## config.mk

```make
export PLATFORM = sky130hd
export DESIGN_NAME = rptr_empty_sync
export DESIGN_NICKNAME = d
export VERILOG_FILES = /design/src/rtl/rptr_empty_sync.sv
export SDC_FILE = /design/constraint.sdc
export NUM_CORES = 1
export LEC_CHECK = 0
export CAP_MARGIN = 20
export CORE_ASPECT_RATIO = 1.25
export CORE_MARGIN = 1.5
export CORE_UTILIZATION = 45
export DETAILED_ROUTE_END_ITERATION = 8
export PLACE_DENSITY = 0.73
export SYNTH_ARGS = -nofsm -noshare
export SYNTH_HDL_FRONTEND = slang
export SYNTH_SLANG_ARGS = --single-unit
```

## constraint.sdc

```tcl
create_clock -name clk -period 8.09 [get_ports clk]
set_input_delay 1.2135 -clock clk [delete_from_list [all_inputs] [get_ports clk]]
set_output_delay 1.2135 -clock clk [all_outputs]
set_load 0.005 [all_outputs]
```

## src/rtl/rptr_empty_sync.sv

```systemverilog
// rptr_empty_sync: read-side pointer, empty/almost-empty/count status with internal write-pointer synchroniser.
// Optional RPTR_UNDERFLOW_EN adds the sticky runderflow flag.
module rptr_empty_sync #(
  parameter int n           = 4,
  parameter int SYNC_STAGES = 2
) (
  input  logic         clk,
  input  logic         rrst_n,
  input  logic         rinc,
  input  logic [n:0]   w_gptr,
  input  logic [n:0]   ae_thresh,
  input  logic         clr_underflow,
  output logic [n-1:0] r_bptr,
  output logic [n:0]   r_gptr,
  output logic [n:0]   rcount,
  output logic         rempty,
  output logic         ralmost_empty,
  output logic         runderflow
);
  logic [n:0] rbin_q, rbin_d, r_gptr_q, r_gptr_d, rcount_q, rcount_d, wbin, wq;
  logic [n:0] sync_q [SYNC_STAGES];
  logic       rempty_q, rempty_d, ralmost_q, ralmost_d;
  assign wq = sync_q[SYNC_STAGES-1];
  for (genvar g = 0; g <= n; g++) begin : g_g2b
    assign wbin[g] = ^wq[n:g];
  end
  always_comb begin
    rbin_d    = rbin_q + (n+1)'(rinc & ~rempty_q);
    r_gptr_d  = rbin_d ^ (rbin_d >> 1);
    rcount_d  = wbin - rbin_d;
    rempty_d  = r_gptr_d == wq;
    ralmost_d = rcount_d <= ae_thresh;
  end
  always_ff @(posedge clk or negedge rrst_n) begin
    if (!rrst_n) begin
      rbin_q    <= '0;
      r_gptr_q  <= '0;
      rcount_q  <= '0;
      rempty_q  <= 1'b1;
      ralmost_q <= 1'b1;
      for (int i = 0; i < SYNC_STAGES; i++) sync_q[i] <= '0;
    end else begin
      rbin_q    <= rbin_d;
      r_gptr_q  <= r_gptr_d;
      rcount_q  <= rcount_d;
      rempty_q  <= rempty_d;
      ralmost_q <= ralmost_d;
      sync_q[0] <= w_gptr;
      for (int i = 1; i < SYNC_STAGES; i++) sync_q[i] <= sync_q[i-1];
    end
  end
`ifdef RPTR_UNDERFLOW_EN
  logic uf_q, uf_d;
  assign uf_d = (rinc & rempty_q) | (uf_q & ~clr_underflow);
  always_ff @(posedge clk or negedge rrst_n) begin
    if (!rrst_n) uf_q <= 1'b0;
    else         uf_q <= uf_d;
  end
  assign runderflow = uf_q;
`else
  logic unused_clr;
  assign unused_clr = clr_underflow;
  assign runderflow = 1'b0;
`endif
  assign r_bptr        = rbin_q[n-1:0];
  assign r_gptr        = r_gptr_q;
  assign rcount        = rcount_q;
  assign rempty        = rempty_q;
  assign ralmost_empty = ralmost_q;
endmodule

```

==> flow_summary.json, run 1 <==
{
  "status": "complete, no violations",
  "syn_nets": 118,
  "grt-ovfl-total": 0,
  "synth-seq-cells": 26,
  "drive_above_1_share": 0.0800,
  "syn_avg_cell_area_um2": 12.7,
  "period_share": 0.471,
  "fin_area_um2": 1560,
  "area_delta_synth_final_pct": 32.3,
  "antenna_found_initial": 0,
  "cap_violations": 0,
  "clk_latency_ns": 0.31,
  "postCtsSetupBuffers": 0,
  "synth-seq-area-share": 0.554,
  "slowest_delay_ns": 0.47,
  "placed_cell_area_um2": 1490,
  "period_needed_ns": 3.81,
  "fillers": 216,
  "synth_top_area_cell": "dfrtp_1",
  "critical_path.top_delay_family": "adder cells",
  "power_switching_uw": 233,
  "synth_area_um2": 1180,
  "grt_max_degree": 27,
  "critPathBufInv": 2,
  "cp_slowest_cell": "clkdlybuf4s50_1",
  "vias": 734,
  "critPathMostFrequentCell": "ha_1",
  "cts_sinks": 26,
  "intPower_uw": 434,
  "n_antenna_cell": 0,
  "dieArea_um2": 2940,
  "worst-endpoint-arrival_ns": 4.05,
  "crit_fanout": 5,
  "seqPwrFrac": 0.306,
  "io_buffers": 28,
  "via_per_inst": 4.65,
  "setup_violations": 0,
  "hold_viol": 0,
  "vdd_drop_max_uv": 222,
  "cp-end-kind": "flip-flop",
  "ys_top_cells_by_area": "dfrtp_1, ha_1, xor2_1",
  "postLayoutCoreUtil": 0.637,
  "drt_iter0_markers": 4,
  "pwr-share-clk": 0.129,
  "cp_cell_sequence": "clkdlybuf4s50_1, and3b_2, ha_1, xor2_2, inv_1, ha_1, a21o_1, a21oi_1, xor2_1, ha_1, and3_1, nand3_1, o21ai_0",
  "cts-hold-fix-buffers": 0,
  "die_height_um": 60.3,
  "power_density_nw_per_um2": 427,
  "core_um2": 2450,
  "drtAntennaViolNets": 0,
  "cts_max_level": 1,
  "post-place-ws_ns": 3.90,
  "clkTransAtPathRegs_ns": 0.13,
  "nNetsFinal": 151,
  "drv_slew": 0,
  "worstHoldPathType": "reg2reg",
  "p_sw_frac": 0.349,
  "layout_common_cells": "clkdlybuf4s50_1, dfrtp_1, inv_1",
  "tightest_slew_ns": 0.559,
  "start_kind": "input pin",
  "place.gp.congestion": 0.704,
  "rows": 20,
  "final_common_cell": "clkdlybuf4s50_1",
  "p_leak_uw": 0.000724,
  "cts_buffers": 3,
  "skew_ns": 0.00634,
  "grtUsageTotal": 0.140,
  "grt_pass1_wl_um": 3110,
  "critPathRequiredTime_ns": 8.33,
  "fin_setup_tns_ns": 0,
  "yosysWarnings": 0,
  "cts.repair.resized": 0,
  "num_io_pins": 31,
  "rrSetupSlack_ns": 4.87,
  "worst_slack_ns": 4.28,
  "routed_wirelength_um": 1750,
  "synth_top_area_frac": 0.509,
  "rsz0062_at_grt": "no",
  "cts-root-buf": "clkbuf_4",
  "drtPass1Iterations": 4,
  "dp_hpwl_um": 1440,
  "critical_path_class": "in2reg",
  "syn_inst": 93,
  "synth.distinct_cells": 21,
  "max_freq_ghz": 0.262,
  "die_x_um": 48.8,
  "p_comb_frac": 0.565,
  "cts_tree": "yes",
  "initial_core_util": 0.481,
  "slew_headroom": 0.626,
  "clock_path_buffers": 2,
  "drc": 0,
  "grt_pass1_vias": 740,
  "wire_per_inst_um": 11.0
}
path summary, 6_finish.rpt:
kind | start | to | cells after the start
setup / recovery | rinc | ralmost_empty | 13
max in group asynchronous | rrst_n | rempty | 2
hold reg to reg | sync_q[7] | wq[2] | 0
min in group asynchronous | rrst_n | rcount[0] | 1
setup reg to reg | wq[4] | ralmost_empty | 13
hold / removal | sync_q[7] | wq[2] | 0
area by class of cell:
cell class              count  area, um2  share of cell area
well taps                  33       41.3              0.0264
multi-input cells          52        467               0.299
clock inverters             1       30.0              0.0192
flip-flops and latches     26        653               0.418
inverters                  14       52.6              0.0337
clock buffers               3       22.5              0.0144
repair buffers             29        295               0.189
stage by stage:
step | total power (uW) | hold slack, ns | std cells
after floorplan | 449 | 0.331 | 93
after global placement | 576 | 0.333 | 153
after detailed placement | 591 | 0.335 | 153
after CTS | 681 | 0.365 | 157
after global routing | 730 | 0.371 | 158
final | 667 | 0.362 | 158
cell usage after synthesis:
cell and instances:
ha_1 10, and3_1 1, xor2_1 11, xnor2_1 9, o21ai_0 1, conb_1 1, o21a_1 3, nand3_1 4
and3b_2 1, xor2_2 1, a21oi_1 2, fa_1 1, nor2_1 1, dfstp_2 2, nor2b_1 2, buf_4 1
dfrtp_1 24, a2111oi_2 1, a21o_1 2, or3_1 1, inv_1 14
cell families (layout without fill, tap and decap cells):
logic type,after synthesis,in the layout,share of synthesized area
other,1,1,0.00318
AND/OR/NAND/NOR,10,10,0.0498
buffers and inverters,15,47,0.0509
flip-flops,26,26,0.554
adder cells (fa/ha/maj),11,11,0.123
XOR/XNOR,21,21,0.162
AO/OA/AOI/OAI,9,9,0.0573
routing by layer:
metal  vias to the layer above  share of wire  global-route usage
met4                         0         0.0097              0.0490
met2                        20           0.52               0.258
li1                        356              -                   -
met5                         -              0                   0
met3                         2          0.036              0.0300
met1                       356           0.43               0.163
flip-flops by register name, indices dropped and copies added (netlist names):
register and flops:
ralmost_empty 1, r_gptr 5, sync_q 5, rbin_q 4, rcount 5, rempty 1, wq 5
power by group through the flow:
stage	clock [uW]	sequential, uW	combinational, uW
final	86.1	204	377
after global routing	95.1	210	425
after CTS	89.0	205	387
after detailed placement	0	208	383
after global placement	0	206	370
after floorplan	0	211	238
(Power assumes the default switching activity.)
==> inputs of run 2 (changes only) <==
clock period = 3.75 ns   (was 8.09 ns; I/O delays follow)
==> flow_summary.json, run 2 (synthesized netlist as in run 1, its figures left out) <==
{
  "drtPass1Iterations": 2,
  "cts_max_level": 1,
  "final_common_cell": "clkdlybuf4s50_1",
  "die_height_um": 60.3,
  "crit_fanout": 3,
  "fin_setup_tns_ns": 0,
  "start_kind": "flip-flop",
  "grt_pass1_vias": 754,
  "cts_tree": "yes",
  "regToRegEndpoint": "ralmost_empty",
  "period_share": 0.850,
  "worstHoldPathType": "reg2reg",
  "postCtsSetupBuffers": 0,
  "grtUsageTotal": 0.147,
  "crit_start": "wq[4]",
  "vdd_drop_max_uv": 516,
  "grt_pass1_wl_um": 3190,
  "routed_wirelength_um": 1840,
  "status": "complete, no violations",
  "cts.repair.resized": 0,
  "setup_violations": 0,
  "initial_core_util": 0.481,
  "drive_above_1_share": 0.0873,
  "grt-ovfl-total": 0,
  "p_comb_frac": 0.569,
  "clkTransAtPathRegs_ns": 0.14,
  "intPower_uw": 946,
  "num_io_pins": 31,
  "layoutNonFillerInstCount": 159,
  "rows": 20,
  "drtAntennaViolNets": 0,
  "core_um2": 2450,
  "drt_iter0_markers": 15,
  "power.total_uw": 1460,
  "antenna_found_initial": 0,
  "worst-endpoint-arrival_ns": 3.43,
  "period_needed_ns": 3.19,
  "clk_latency_ns": 0.31,
  "dp_hpwl_um": 1520,
  "drv_slew": 0,
  "vias": 732,
  "max_freq_ghz": 0.314,
  "wire_per_inst_um": 11.6,
  "area_delta_synth_final_pct": 33.0,
  "via_per_inst": 4.60,
  "cts_sinks": 26,
  "cts_buffers": 3,
  "seqPwrFrac": 0.303,
  "cap_violations": 0,
  "power_density_nw_per_um2": 928,
  "power_switching_uw": 510,
  "slew_headroom": 0.580,
  "layout_common_cells": "clkdlybuf4s50_1, dfrtp_1, inv_1",
  "pwr-share-clk": 0.128,
  "rrSetupSlack_ns": 0.56,
  "n_antenna_cell": 0,
  "p_sw_frac": 0.350,
  "reg2reg_from": "wq[4]",
  "fillers": 215,
  "place.gp.congestion": 0.710,
  "dieArea_um2": 2940,
  "cts-hold-fix-buffers": 0,
  "critPathRequiredTime_ns": 3.99,
  "drc": 0,
  "placedCellCount": 154,
  "skew_ns": 0.00657,
  "die_x_um": 48.8,
  "tightest_slew_ns": 0.628,
  "cts-root-buf": "clkbuf_4",
  "r2r_cells": 13,
  "clock_path_buffers": 2,
  "rsz0062_at_grt": "no",
  "grt_max_degree": 27,
  "io_buffers": 28,
  "cp-end-kind": "flip-flop",
  "p_leak_uw": 0.000729,
  "endpoint": "ralmost_empty",
  "critical_path_class": "reg2reg",
  "nNetsFinal": 152,
  "hold_viol": 0
}
==> run 2: cell count changes in the layout (fill, tap and decap cells not counted) <==
cell	previous run	this run
buf_4	0	1
==> run 2: worst min-delay path by stage <==
stage              start  slack [ns]   endpoint  cells past startpoint
6_report       sync_q[7]        0.37      wq[2]                      0
5_1_grt        sync_q[6]        0.36      wq[1]                      0
4_1_cts        sync_q[7]        0.37      wq[2]                      0
3_5_place_dp   sync_q[7]        0.34      wq[2]                      0
3_3_place_gp   sync_q[6]        0.33      wq[1]                      0
2_1_floorplan     rrst_n        0.27  r_gptr[0]                      0
==> run 2: cell type report <==
class                           count  area, um2  area share
Inverter                           14       52.6      0.0335
Clock buffer                        3       22.5      0.0144
Multi-Input combinational cell     52        467       0.297
Sequential cell                    26        653       0.416
Timing Repair Buffer               30        303       0.193
Tap cell                           33       41.3      0.0263
Clock inverter                      1       30.0      0.0191
==> run 2: critical path, cell delays in order (launching register included) <==
cell and delay [ns]:
dfrtp_1 0.43, xor2_1 0.23, xnor2_1 0.18, xor2_1 0.33
xor2_1 0.12, ha_1 0.24, fa_1 0.49, inv_1 0.06
ha_1 0.28, nor2b_1 0.13, o21a_1 0.16, o21a_1 0.16
o21a_1 0.15, o21ai_0 0.15
==> run 2: stage by stage <==
step / hold slack [ns] / instance area (um2) / setup slack (ns) / util
floorplan: 0.267 / 1180 / 0.780 / -
global placement: 0.332 / 1500 / 0.450 / 0.612
detailed placement: 0.337 / 1500 / 0.401 / 0.612
CTS: 0.369 / 1550 / 0.502 / 0.634
global route: 0.359 / 1570 / 0.305 / 0.640
finish: 0.366 / 1570 / 0.564 / 0.640
==> run 2: power by group through the flow <==
stage | Sequential, uW | Clock (uW) | Combinational (uW)
finish | 441 | 187 | 829
CTS | 444 | 191 | 841
global placement | 445 | 0 | 812
detailed placement | 451 | 0 | 835
floorplan | 455 | 0 | 514
global route | 454 | 207 | 931
==> run 2: routing by layer <==
layer  global-route usage  wire (um)
met5                    0          0
met1                0.152        747
met3               0.0250         62
met4               0.0857         43
met2                0.282        990
==> inputs of run 3 (changes only) <==
clock period = 3.2 ns   (was 3.75 ns; I/O delays follow)
==> flow_summary.json, run 3 (synthesized netlist as in run 1, its figures left out) <==
{
  "postLayoutCoreUtil": 0.664,
  "crit_fanout": 2,
  "drtAntennaViolNets": 0,
  "die_height_um": 60.3,
  "wire_per_inst_um": 12.1,
  "area_delta_synth_final_pct": 38.0,
  "clkTransAtPathRegs_ns": 0.13,
  "cp_slowest_cell": "dfrtp_1",
  "grtUsageTotal": 0.159,
  "critical_path.top_delay_family": "XOR/XNOR gates",
  "power_density_nw_per_um2": 1090,
  "num_io_pins": 31,
  "cts-root-buf": "clkbuf_4",
  "fin_setup_tns_ns": 0,
  "dieArea_um2": 2940,
  "hold_viol": 0,
  "grt_pass1_wl_um": 3480,
  "drc": 0,
  "cts_max_level": 1,
  "critical_path_class": "reg2reg",
  "status": "complete, no violations",
  "dp_hpwl_um": 1560,
  "drt_iter0_markers": 17,
  "worst-endpoint-arrival_ns": 3.30,
  "cp-end-kind": "flip-flop",
  "core_um2": 2450,
  "via_per_inst": 4.57,
  "p_leak_uw": 0.000757,
  "layoutNonFillerInstCount": 164,
  "cts_buffers": 3,
  "rows": 20,
  "final_common_cell": "clkdlybuf4s50_1",
  "grt-ovfl-total": 0,
  "grt_max_degree": 27,
  "skew_ns": 0.00427,
  "clk_latency_ns": 0.31,
  "place.gp.congestion": 0.750,
  "vdd_drop_max_uv": 591,
  "start_kind": "flip-flop",
  "vias": 749,
  "rsz0062_at_grt": "yes",
  "slowest_delay_ns": 0.44,
  "drive_above_1_share": 0.168,
  "cts_sinks": 26,
  "cts_tree": "yes",
  "drv_slew": 0,
  "setup_violations": 0,
  "worstHoldPathType": "reg2reg",
  "n_antenna_cell": 0,
  "initial_core_util": 0.481,
  "antenna_found_initial": 0,
  "critPathMostFrequentCell": "o21a_1",
  "critPathRequiredTime_ns": 3.45,
  "period_needed_ns": 3.04,
  "cap_violations": 0,
  "cp_cell_sequence": "xor2_2, xnor2_2, xor2_2, xor2_1, ha_2, fa_1, inv_2, ha_1, nor2b_1, o21a_1, o21a_1, o21a_1, o21ai_2",
  "layout_common_cells": "clkdlybuf4s50_1, dfrtp_1, inv_1",
  "drtPass1Iterations": 3,
  "grt_pass1_vias": 768,
  "die_x_um": 48.8,
  "routed_wirelength_um": 1980,
  "period_share": 0.951,
  "placedCellCount": 158,
  "clock_path_buffers": 2,
  "cts-hold-fix-buffers": 0,
  "critPathBufInv": 1,
  "fillers": 204,
  "max_freq_ghz": 0.328,
  "io_buffers": 28,
  "nNetsFinal": 157
}
==> run 3: worst paths after layout <==
kind	startpoint	end	slack, ns	cells after the start
worst max register to register	wq[4]	ralmost_empty	0.16	13
worst min register to register	sync_q[5]	wq[0]	0.37	0
worst max-delay path	wq[4]	ralmost_empty	0.16	13
max in group asynchronous	rrst_n	ralmost_empty	2.39	2
min in group asynchronous	rrst_n	rbin_q[2]	0.52	2
worst min-delay path	sync_q[5]	wq[0]	0.37	0
==> run 3: repair_timing <==
| item | 4_1_cts | 5_1_grt |
|---|---|---|
| endpoints found under the hold margin | 0 | 0 |
| pin swaps | 1 | 3 |
| gates resized for setup | 1 | 6 |
| setup endpoints to repair | 1 | 1 |
| setup buffers | 1 | 1 |
==> run 3: layout make-up <==
class / instances / area, um2 / share of cell area
Inverter: 14 / 52.6 / 0.0323
Sequential cell: 26 / 653 / 0.401
Clock inverter: 1 / 30.0 / 0.0184
Tap cell: 33 / 41.3 / 0.0254
Timing Repair Buffer: 35 / 333 / 0.204
Multi-Input combinational cell: 52 / 495 / 0.304
Clock buffer: 3 / 22.5 / 0.0138
==> run 3: worst register-to-register path, stage by stage (launching register included) <==
cell and delay (ns):
dfrtp_1 0.44, xor2_2 0.21, xnor2_2 0.24, xor2_2 0.22, xor2_1 0.20, ha_2 0.21, fa_1 0.43, inv_2 0.07
ha_1 0.23, nor2b_1 0.14, o21a_1 0.16, o21a_1 0.16, o21a_1 0.17, o21ai_2 0.11
==> run 3: power breakdown <==
part | internal, uW | total (uW) | leakage (uW) | switching, uW
clock network | 127 | 217 | 0.0000279 | 90.9
registers | 456 | 520 | 0.000302 | 63.1
logic | 570 | 1040 | 0.000427 | 474
total | 1150 | 1780 | 0.000757 | 628
==> run 3: through the flow <==
| stage | hold WS, ns | total power [uW] | setup slack, ns | instance area (um2) |
|---|---|---|---|---|
| final | 0.366 | 1780 | 0.155 | 1630 |
| after global routing | 0.374 | 1950 | -0.0205 | 1630 |
| after detailed placement | 0.338 | 1540 | -0.102 | 1530 |
| after global placement | 0.333 | 1500 | -0.0239 | 1530 |
| after CTS | 0.371 | 1770 | 0.000214 | 1600 |
| after floorplan | 0.184 | 1140 | 0.230 | 1180 |
==> run 3: metal layers <==
layer / share of wire / track usage / up-vias
li1: - / - / 365
met1: 0.41 / 0.178 / 365
met2: 0.55 / 0.303 / 17
met3: 0.032 / 0.0175 / 2
met4: 0.011 / 0.0735 / 0
met5: 0 / 0 / -
